### src/rtl/miriscv_lsu.sv
// Load-store unit: turns decoder memory controls into a word-addressed req/ack
// data port access, stalls the core until completion and extends load results.
module miriscv_lsu #(
  parameter int unsigned TIMEOUT_CYCLES = 16
) (
  input  logic        clk_i,
  input  logic        arstn_i,
  input  logic        lsu_req_i,
  input  logic        lsu_we_i,
  input  logic [2:0]  lsu_size_i,
  input  logic [31:0] lsu_addr_i,
  input  logic [31:0] lsu_data_i,
  output logic [31:0] lsu_data_o,
  output logic        lsu_stall_req_o,
  output logic        lsu_err_o,
  output logic        data_req_o,
  output logic        data_we_o,
  output logic [3:0]  data_be_o,
  output logic [31:0] data_addr_o,
  output logic [31:0] data_wdata_o,
  input  logic [31:0] data_rdata_i,
  input  logic        data_ack_i
);

  localparam logic [2:0] LDST_B  = 3'd0;
  localparam logic [2:0] LDST_H  = 3'd1;
  localparam logic [2:0] LDST_W  = 3'd2;
  localparam logic [2:0] LDST_BU = 3'd4;
  localparam logic [2:0] LDST_HU = 3'd5;

  localparam int unsigned CNT_W = (TIMEOUT_CYCLES > 1) ? $clog2(TIMEOUT_CYCLES) : 1;
  localparam logic [CNT_W-1:0] CNT_LAST = CNT_W'(TIMEOUT_CYCLES - 1);

  typedef enum logic [1:0] {
    S_IDLE,
    S_BUSY,
    S_DONE
  } state_e;

  state_e            state_q, state_d;
  logic [CNT_W-1:0]  cnt_q, cnt_d;
  logic              req_q, req_d;
  logic              we_q, we_d;
  logic [3:0]        be_q, be_d;
  logic [31:0]       addr_q, addr_d;
  logic [31:0]       wdata_q, wdata_d;
  logic [31:0]       ldata_q, ldata_d;
  logic              err_q, err_d;
  logic [2:0]        size_q, size_d;
  logic [1:0]        off_q, off_d;

  logic              size_legal;
  logic              misaligned;
  logic [3:0]        be_new;
  logic [31:0]       wdata_new;
  logic [7:0]        ld_byte;
  logic [15:0]       ld_half;
  logic [31:0]       ld_ext;

  // Request decode: legality, alignment, lane enables and replicated store data.
  always_comb begin
    size_legal = 1'b0;
    misaligned = 1'b0;
    be_new     = 4'b1111;
    wdata_new  = lsu_data_i;
    case (lsu_size_i)
      LDST_B, LDST_BU: begin
        size_legal = 1'b1;
        be_new     = 4'b0001 << lsu_addr_i[1:0];
        wdata_new  = {4{lsu_data_i[7:0]}};
      end
      LDST_H, LDST_HU: begin
        size_legal = 1'b1;
        misaligned = lsu_addr_i[0];
        be_new     = 4'b0011 << {lsu_addr_i[1], 1'b0};
        wdata_new  = {2{lsu_data_i[15:0]}};
      end
      LDST_W: begin
        size_legal = 1'b1;
        misaligned = (lsu_addr_i[1:0] != 2'b00);
      end
      default: ;
    endcase
  end

  // Load extraction uses the size/offset latched at request time, since the
  // core may change its address operands once the request has been accepted.
  always_comb begin
    ld_byte = data_rdata_i[{off_q, 3'b000} +: 8];
    ld_half = off_q[1] ? data_rdata_i[31:16] : data_rdata_i[15:0];
    case (size_q)
      LDST_B:  ld_ext = {{24{ld_byte[7]}}, ld_byte};
      LDST_BU: ld_ext = {24'h0, ld_byte};
      LDST_H:  ld_ext = {{16{ld_half[15]}}, ld_half};
      LDST_HU: ld_ext = {16'h0, ld_half};
      default: ld_ext = data_rdata_i;
    endcase
  end

  // NOTE: every _d gets a default before the case so no path leaves one
  // unassigned; otherwise synthesis infers a latch.
  always_comb begin
    state_d = state_q;
    cnt_d   = cnt_q;
    req_d   = req_q;
    we_d    = we_q;
    be_d    = be_q;
    addr_d  = addr_q;
    wdata_d = wdata_q;
    ldata_d = ldata_q;
    size_d  = size_q;
    off_d   = off_q;
    err_d   = 1'b0;
    case (state_q)
      S_IDLE: begin
        if (lsu_req_i) begin
          if (!size_legal || misaligned) begin
            err_d   = 1'b1;
            state_d = S_DONE;
          end else begin
            req_d   = 1'b1;
            we_d    = lsu_we_i;
            be_d    = be_new;
            addr_d  = {lsu_addr_i[31:2], 2'b00};
            wdata_d = lsu_we_i ? wdata_new : 32'h0;
            size_d  = lsu_size_i;
            off_d   = lsu_addr_i[1:0];
            cnt_d   = '0;
            state_d = S_BUSY;
          end
        end
      end
      S_BUSY: begin
        // An ack on the final allowed cycle still completes the access cleanly.
        if (data_ack_i) begin
          req_d   = 1'b0;
          if (!we_q) ldata_d = ld_ext;
          state_d = S_DONE;
        end else if (cnt_q == CNT_LAST) begin
          req_d   = 1'b0;
          err_d   = 1'b1;
          state_d = S_DONE;
        end else begin
          cnt_d = cnt_q + CNT_W'(1);
        end
      end
      S_DONE:  state_d = S_IDLE;
      default: state_d = S_IDLE;
    endcase
  end

  // NOTE: sequential state uses non-blocking assignments so every register
  // samples its _d value from before the clock edge.
  always_ff @(posedge clk_i or negedge arstn_i) begin
    if (!arstn_i) begin
      state_q <= S_IDLE;
      cnt_q   <= '0;
      req_q   <= 1'b0;
      we_q    <= 1'b0;
      be_q    <= 4'b0;
      addr_q  <= 32'h0;
      wdata_q <= 32'h0;
      ldata_q <= 32'h0;
      err_q   <= 1'b0;
      size_q  <= 3'b0;
      off_q   <= 2'b0;
    end else begin
      state_q <= state_d;
      cnt_q   <= cnt_d;
      req_q   <= req_d;
      we_q    <= we_d;
      be_q    <= be_d;
      addr_q  <= addr_d;
      wdata_q <= wdata_d;
      ldata_q <= ldata_d;
      err_q   <= err_d;
      size_q  <= size_d;
      off_q   <= off_d;
    end
  end

  assign lsu_stall_req_o = lsu_req_i & (state_q != S_DONE);
  assign lsu_err_o       = err_q;
  assign lsu_data_o      = ldata_q;
  assign data_req_o      = req_q;
  assign data_we_o       = we_q;
  assign data_be_o       = be_q;
  assign data_addr_o     = addr_q;
  assign data_wdata_o    = wdata_q;

endmodule
### config.mk
export PLATFORM = sky130hd
export DESIGN_NAME = miriscv_lsu
export DESIGN_NICKNAME = d
export VERILOG_FILES = /design/src/rtl/miriscv_lsu.sv
export SDC_FILE = /design/constraint.sdc
export NUM_CORES = 1
export LEC_CHECK = 0
export ABC_AREA = 1
export CORE_ASPECT_RATIO = 1.5
export CORE_MARGIN = 2
export CORE_UTILIZATION = 40
export DETAILED_ROUTE_END_ITERATION = 12
export HOLD_SLACK_MARGIN = 0.12
export PLACE_DENSITY = 0.78
export SYNTH_ARGS = -nofsm -noshare
export SYNTH_HDL_FRONTEND = slang
export SYNTH_SLANG_ARGS = --single-unit
### constraint.sdc
create_clock -name clk_i -period 1.2 [get_ports clk_i]
set_input_delay 0.3 -clock clk_i [delete_from_list [all_inputs] [get_ports clk_i]]
set_output_delay 0.3 -clock clk_i [all_outputs]
set_load 0.02 [all_outputs]
==> impl_results.md, run 1 <==
- Post-synth top flop: dfrtp_1
- Starting density of the core: 0.411
- Post-Syn Area: 5560 sq um
- Mapped Cells: 739
- Initial antenna violation count: 0
- Compound-Gate Fraction of Synth Area: 0.0680
- CP Depth: 8
- Internal: 14.5 mW
- GRT overflow: 0
- First-iteration detailed-routing DRC count: 293
- Min Tclk post-route: 1470 ps
- Seq/Total Area, Yosys: 0.504
- Critical path data required time: roughly 1400 ps
- Reg area: 2810 sq um
- CTS root buffer: clkbuf_16
- Final Total Pwr: approximately 24 mW
- Post-Synth Adder-Cell Area: 0.00225
- RSZ-0062 raised after global routing: yes
- Gate power share: 0.581
- Die area: 14900 sq um
- Critical-path cell list: inv_2 > nand2_2 > nor2_4 > nand3_4 > clkbuf_16 > clkbuf_16 > nand2_4 > o21ai_1
- DR vias: 6210
- Final setup viols: roughly 120
- Worst Path Arrival: about 1700 ps
- Nets@finish: about 1200
- Number of CTS-inserted buffers: 9
- CTS tree: built
- Fin. Hold Viols: 0
- Fill count: between 900 and 1000
- Worst Hold Slack: roughly 300 ps
- Overall Global Routing Usage: 0.241
- Die outline height: between 100 and 150 um
- FMAX: around 680 MHz
- Multiplexer area fraction after synthesis: 0
- Status: finished with violations
- Startpoint Class: flop
- Proportion of layout cells with a drive suffix above 1: 0.394
- DRT Pass-1 Iters: 5
- Vias in the first global route: roughly 5900
- Pins Over Slew Limit: 0
- Vias per inst: 4.97
- Yosys reg bits: 112
- Distinct cells, synth: 29
- Worst VDD drop: 1.37 mV
- Power per cell area: between 2000 and 2500 nW/um^2
- Crit path kind: flop to flop
- IO Count: 208
- Post-synth EDFFs: 0
- Synthesis-to-finish area growth: 81.9%
- Residual DRC: 0
- Hold WC Path Type: primary input to async pin
- Maxcap violations: 0
- Power share of the clock group: 0.130
- Post-Route WL: roughly 20 mm
- CP max-delay cell: dfrtp_1
- Drt wl/cell: 15.8 um
- N_diodes: 0
- Worst Skew: 7.48 ps
- CP bufs+invs: 3
- Row cnt: 52
- Die width: 100 um
- Post-Synth Simple-Gate Area: 0.345
- Syn Area/Cell: 7.52 sq um
- Max Root-Sink Buffers: 2
- Clock sink total: between 100 and 150
- Number of routed nets with antenna violations: 0
- I/O Buffers: about 210
- Largest net degree at the start of global routing: 60
- Leak: 5.23 nW
- DP Wirelength: ~13 mm
- Crit Path Max Fanout: 5
- Xor and xnor area share after synthesis: 0
- Fin crit share: 1.23
- Final setup margin: -272 ps
- First-pass GRT wire length: 28.4 mm
- Clock Latency Late Sink: 350 ps
- Most common cell after layout, fill and taps aside: nand2_1
- Psw: 9.66 mW
- Critical Path Sink Type: flop
- H-Tree Depth: 3
- Slowest cell delay on critical path: 400 ps
- Warnings, synthesis: 0
- Violations in the final reports: negative setup slack
- R2r worst-path depth: 8
- CTS clk-pin slew, worst paths: around 70 ps
- Most frequent cells in the layout: nand2_1 (274), buf_4 (124), buf_6 (113)
- Core Footprint: approximately 14000 sq um
- CP most frequent cell: clkbuf_16
- Asr flop ratio synth: 1.00
- Top delay family on crit path: buffers and inverters
- Largest family of logic cells by synthesized area: simple AND/OR/NAND/NOR gates
- Sw frac: 0.400
- Sequential power share: 0.289
- RePlAce Congestion: 0.908
- Multi-input logic area: between 2000 and 3000 sq um
## Yosys cell counts, types with 2 or more instances
| cell type | n | share of area |
|---|---|---|
| clkbuf_1 | 10 | 0.0068 |
| inv_1 | 51 | 0.034 |
| buf_6 | 7 | 0.014 |
| nand2_1 | 320 | 0.22 |
| nand2_2 | 5 | 0.0056 |
| nor2_2 | 3 | 0.0034 |
| a21oi_1 | 37 | 0.033 |
| o22ai_1 | 4 | 0.0045 |
| buf_2 | 12 | 0.011 |
| o21ai_0 | 22 | 0.020 |
| o21a_1 | 2 | 0.0027 |
| or2_2 | 25 | 0.028 |
| buf_4 | 6 | 0.0081 |
| dfrtp_1 | 112 | 0.50 |
| inv_2 | 5 | 0.0034 |
| nor2_4 | 2 | 0.0041 |
| nor2_1 | 53 | 0.036 |
| nand3_1 | 49 | 0.044 |
| o211ai_1 | 4 | 0.0054 |
## final timing paths
check	start	end	slack, ps
max reg2reg	state_q[0]	data_we_o	-270
min reg2reg	data_addr_o[20]	data_addr_o[20]	500
max in group asynchronous	arstn_i	lsu_data_o[1]	370
max	state_q[0]	data_we_o	-270
min in group clk_i	lsu_addr_i[1]	data_be_o[3]	380
min	arstn_i	lsu_err_o	300
## cell type report
class / instances / area share
inverter: 57 / 0.0234
clock inverter: 6 / 0.00730
timing repair buffer: 367 / 0.372
sequential: 112 / 0.278
tap: 162 / 0.0201
clock buffer: 10 / 0.0227
multi-input combinational: 535 / 0.276
## timing repair
| action | in CTS | in global routing |
|---|---|---|
| hold buffers | 1 | 0 |
| cloned | 5 | 7 |
| pin swaps | 20 | 17 |
| setup endpoints to repair | 212 | 209 |
| resized for setup | 594 | 196 |
| buffers inserted | 26 | 40 |
| endpoints found under the hold margin | 112 | 0 |
## per-layer routing
metal	routed length [um]	part of all wire	track usage
met5	0	0	0
met4	1060	0.054	0.122
met3	1190	0.060	0.0470
met2	10300	0.52	0.424
met1	7180	0.36	0.275
## state kept, by name (all words and copies together) (netlist names)
register	flops
data_req_o	1
size_q	3
cnt_q	4
data_addr_o	30
data_wdata_o	32
lsu_data_o	32
lsu_err_o	1
data_be_o	4
data_we_o	1
state_q	2
off_q	2
## through the flow
step           TNS (ps)  setup slack, ps   util  area (sq um)  cells
2_1_floorplan     -3980            -65.3      -          5620    740
5_1_grt          -32500             -338  0.747         10100   1249
3_5_place_dp     -69510             -698  0.621          8400   1158
6_report         -23740             -272  0.747         10100   1249
4_1_cts          -17940             -205  0.672          9090   1206
3_3_place_gp     -65390             -653  0.621          8400   1158
## logic make-up after synthesis
logic type	count (synthesis)
buffers and inverters	93
and+or+nand+nor	461
AOI/OAI and AO/OA	71
DFF	112
other	1
adders and majority gates	1
## power groups by stage
stage | registers, mW | logic [mW] | clock network, mW
final | 6.98 | 14.0 | 3.13
after global routing | 7.16 | 15.0 | 3.33
after CTS | 6.75 | 11.6 | 3.19
after detailed placement | 6.57 | 11.1 | 0
after global placement | 6.56 | 10.9 | 0
after floorplan | 8.40 | 3.56 | 0
(Power assumes the default switching activity.)
==> inputs of run 2 (changes only) <==
--- a/config.mk
+++ b/config.mk
@@ -7,10 +7,9 @@
 export LEC_CHECK = 0
 export ABC_AREA = 1
 export CORE_ASPECT_RATIO = 1.5
-export CORE_MARGIN = 2
+export CORE_MARGIN = 4
 export CORE_UTILIZATION = 40
 export DETAILED_ROUTE_END_ITERATION = 12
-export HOLD_SLACK_MARGIN = 0.12
 export PLACE_DENSITY = 0.78
 export SYNTH_ARGS = -nofsm -noshare
 export SYNTH_HDL_FRONTEND = slang
==> run 2 against run 1 <==
Effect of this change:
- core utilization fell by 4.1 points
- critical path depth did not move
- register-to-register slack about the same
- sequential share of layout area rose by 1.6 points
- power fell by 4.8%
- maximum frequency is 0.91% higher
- highest routed layer unchanged
- via count down 1.8%
- non-clock buffer count down 9
- the run still ends with negative setup slack left
- clock skew is 2.4 ps higher
- combinational power shrank 7%
- routed wire length fell by 1.1%
- largest cell class unchanged
- global-route usage shrank 0.54 points
==> impl_results.md, run 2 (same netlist as run 1, synthesis figures left out) <==
- Power per cell area: 2410 nW/um^2 (+0.72%)
- Initial antenna violation count: 0 (unchanged)
- Fin. Hold Viols: 0 (unchanged)
- Most common cell after layout, fill and taps aside: nand2_1
- Row cnt: 52 (unchanged)
- I/O Buffers: 205 (unchanged)
- Setup_tns: -19840 ps (+3900 ps)
- CTS clk-pin slew, worst paths: 70 ps (about the same)
- Starting density of the core: 0.411 (unchanged)
- Worst VDD drop: 1.44 mV (+5.4%)
- Residual DRC: 0 (unchanged)
- R2r setup slk: -260 ps (about the same)
- Leak: 5.05 nW (-3.5%)
- First-pass GRT wire length: 30.0 mm (+5.5%)
- Largest net degree at the start of global routing: 45 (-25%)
- Fin crit share: 1.22 (-0.0111)
- Worst Skew: 9.88 ps (+2.40 ps)
- Final setup margin: -259 ps (+13.3 ps)
- Pins Over Slew Limit: 0 (unchanged)
- Post-Route WL: 19.5 mm (-1.1%)
- IO Count: 208 (unchanged)
- Vias in the first global route: 6092 (+4.0%)
- CP Launch Point: state_q[0]
- Critical path data required time: 1480 ps (+50 ps)
- FF-to-FF Start: state_q[0]
- Drt wl/cell: 15.8 um (-0.26%)
- Die width: 104 um (+4.0%)
- Final core utilization: 0.706 (-0.0410)
- CP most frequent cell: nor2_4
- Max Root-Sink Buffers: 2 (unchanged)
- Placed cell count: 1170 (+1.0%)
- Final Total Pwr: 23.0 mW (-4.8%)
- Critical Path Sink Type: flop
- H-Tree Depth: 3 (unchanged)
- Crit path kind: flop to flop
- Critical-path cell list: inv_2 > nand2_4 > nor2_4 > nand3_4 > nor2_4 > buf_6 > nand3_1 > nand2_1
- Proportion of layout cells with a drive suffix above 1: 0.331 (-0.0623)
- RePlAce Congestion: 0.928 (+2.2%)
- DRT Pass-1 Iters: 5 (unchanged)
- Core Footprint: 13500 sq um (unchanged)
- CP endpoint: data_wdata_o[8]
- Slowest cell delay on critical path: 400 ps (about the same)
- Cell area after layout: 9550 sq um (-5.5%)
- RSZ-0062 raised after global routing: yes
- CP max-delay cell: dfrtp_1
- Violations in the final reports: negative setup slack
- Final setup viols: 120 (+0.84%)
- Most frequent cells in the layout: nand2_1 (304), buf_4 (129), buf_6 (110)
- Clock Latency Late Sink: 350 ps (about the same)
- Clock sink total: 112 (unchanged)
- Pre-CTS setup slack: -695 ps (+3.54 ps)
- DR vias: 6097 (-1.8%)
- Overall Global Routing Usage: 0.236 (-0.00542)
- Min Tclk post-route: 1460 ps (-13.3 ps)
- DP Area: 8490 sq um (+1.1%)
- Status: finished with violations
- Maxcap violations: 0 (unchanged)
- Fin cells: 1239 (-0.80%)
- Nets@finish: 1178 (-0.76%)
- First-iteration detailed-routing DRC count: 320 (+9.2%)
- Crit Path Max Fanout: 7 (+2)
- Vias per inst: 4.92 (-1.0%)
- Number of CTS-inserted buffers: 9 (unchanged)
- Die outline height: 152 um (+2.7%)
- R2r worst-path depth: 8 (unchanged)
- CTS tree: built
- Reg2reg end: data_wdata_o[8]
- N_diodes: 0 (unchanged)
- GRT overflow: 0 (unchanged)
- Number of routed nets with antenna violations: 0 (unchanged)
- Hold WC Path Type: primary input to async pin
- Synthesis-to-finish area growth: 71.9%
- DP Wirelength: 13.5 mm (+5.6%)
- FMAX: 686 MHz (+0.91%)
- Die area: 15900 sq um (+6.8%)
- Worst Hold Slack: 301 ps (-1.01 ps)
- Startpoint Class: flop
- CTS root buffer: clkbuf_16
- Worst Path Arrival: 1740 ps (+40 ps)
## run 2: cell types whose count changed in the layout (fill, tap and decap cells not counted), moves of 5 or more
cell / change
o21ai_0: +8
nand2_2: -21
nand2_4: -8
o21ai_2: -9
nor2_4: -5
a21oi_1: +15
or2_2: +13
clkbuf_16: -5
a21oi_2: -15
or2_4: -13
buf_4: +5
nand2_1: +30
## run 2: routing by layer
metal	track usage	vias up	share of wire
met2	0.431	281	0.53
met1	0.248	2813	0.36
met5	0	-	0
li1	-	2947	-
met3	0.0555	56	0.068
met4	0.126	0	0.044
## run 2: where the power goes
part,switching (mW),internal [mW]
clock network,1.44,1.69
logic,6.23,6.73
registers,1.40,5.51
## run 2: cell type report
class                           instances  area, sq um
Fill cell                            1028         3980
Timing Repair Buffer                  358         3540
Sequential cell                       112         2810
Multi-Input combinational cell        535         2470
Clock buffer                           10          239
Inverter                               57          224
Tap cell                              162          203
Clock inverter                          5         65.1
## run 2: worst max-delay path, delay by kind of cell, from the launching register on
kind,cells,cell delay [ps]
and+or+nand+nor,6,690
buffers and inverters,2,300
DFF,1,400
## run 2: worst min path at each step
stage / to / slack, ps / depth (start not counted)
floorplan: cnt_q[0] / 4 / 0
global placement: lsu_err_o / 120 / 1
detailed placement: lsu_err_o / 120 / 1
CTS: lsu_err_o / 290 / 2
global route: lsu_err_o / 290 / 2
finish: lsu_err_o / 300 / 2
## run 2: repair_timing
action	4_1_cts	5_1_grt
gates cloned	3	1
setup buffers	27	26
pin swaps	7	15
hold buffers	1	0
setup endpoints to repair	213	213
resized for setup	589	94
hold endpoints to repair	112	0
==> inputs of run 3 (changes only) <==
--- a/config.mk
+++ b/config.mk
@@ -9,6 +9,7 @@
 export CORE_ASPECT_RATIO = 1.5
 export CORE_MARGIN = 4
 export CORE_UTILIZATION = 40
+export CTS_CLUSTER_SIZE = 28
 export DETAILED_ROUTE_END_ITERATION = 12
 export PLACE_DENSITY = 0.78
 export SYNTH_ARGS = -nofsm -noshare
==> results of run 3 <==
Final layout, timing and power as in run 2 (identical DEF).
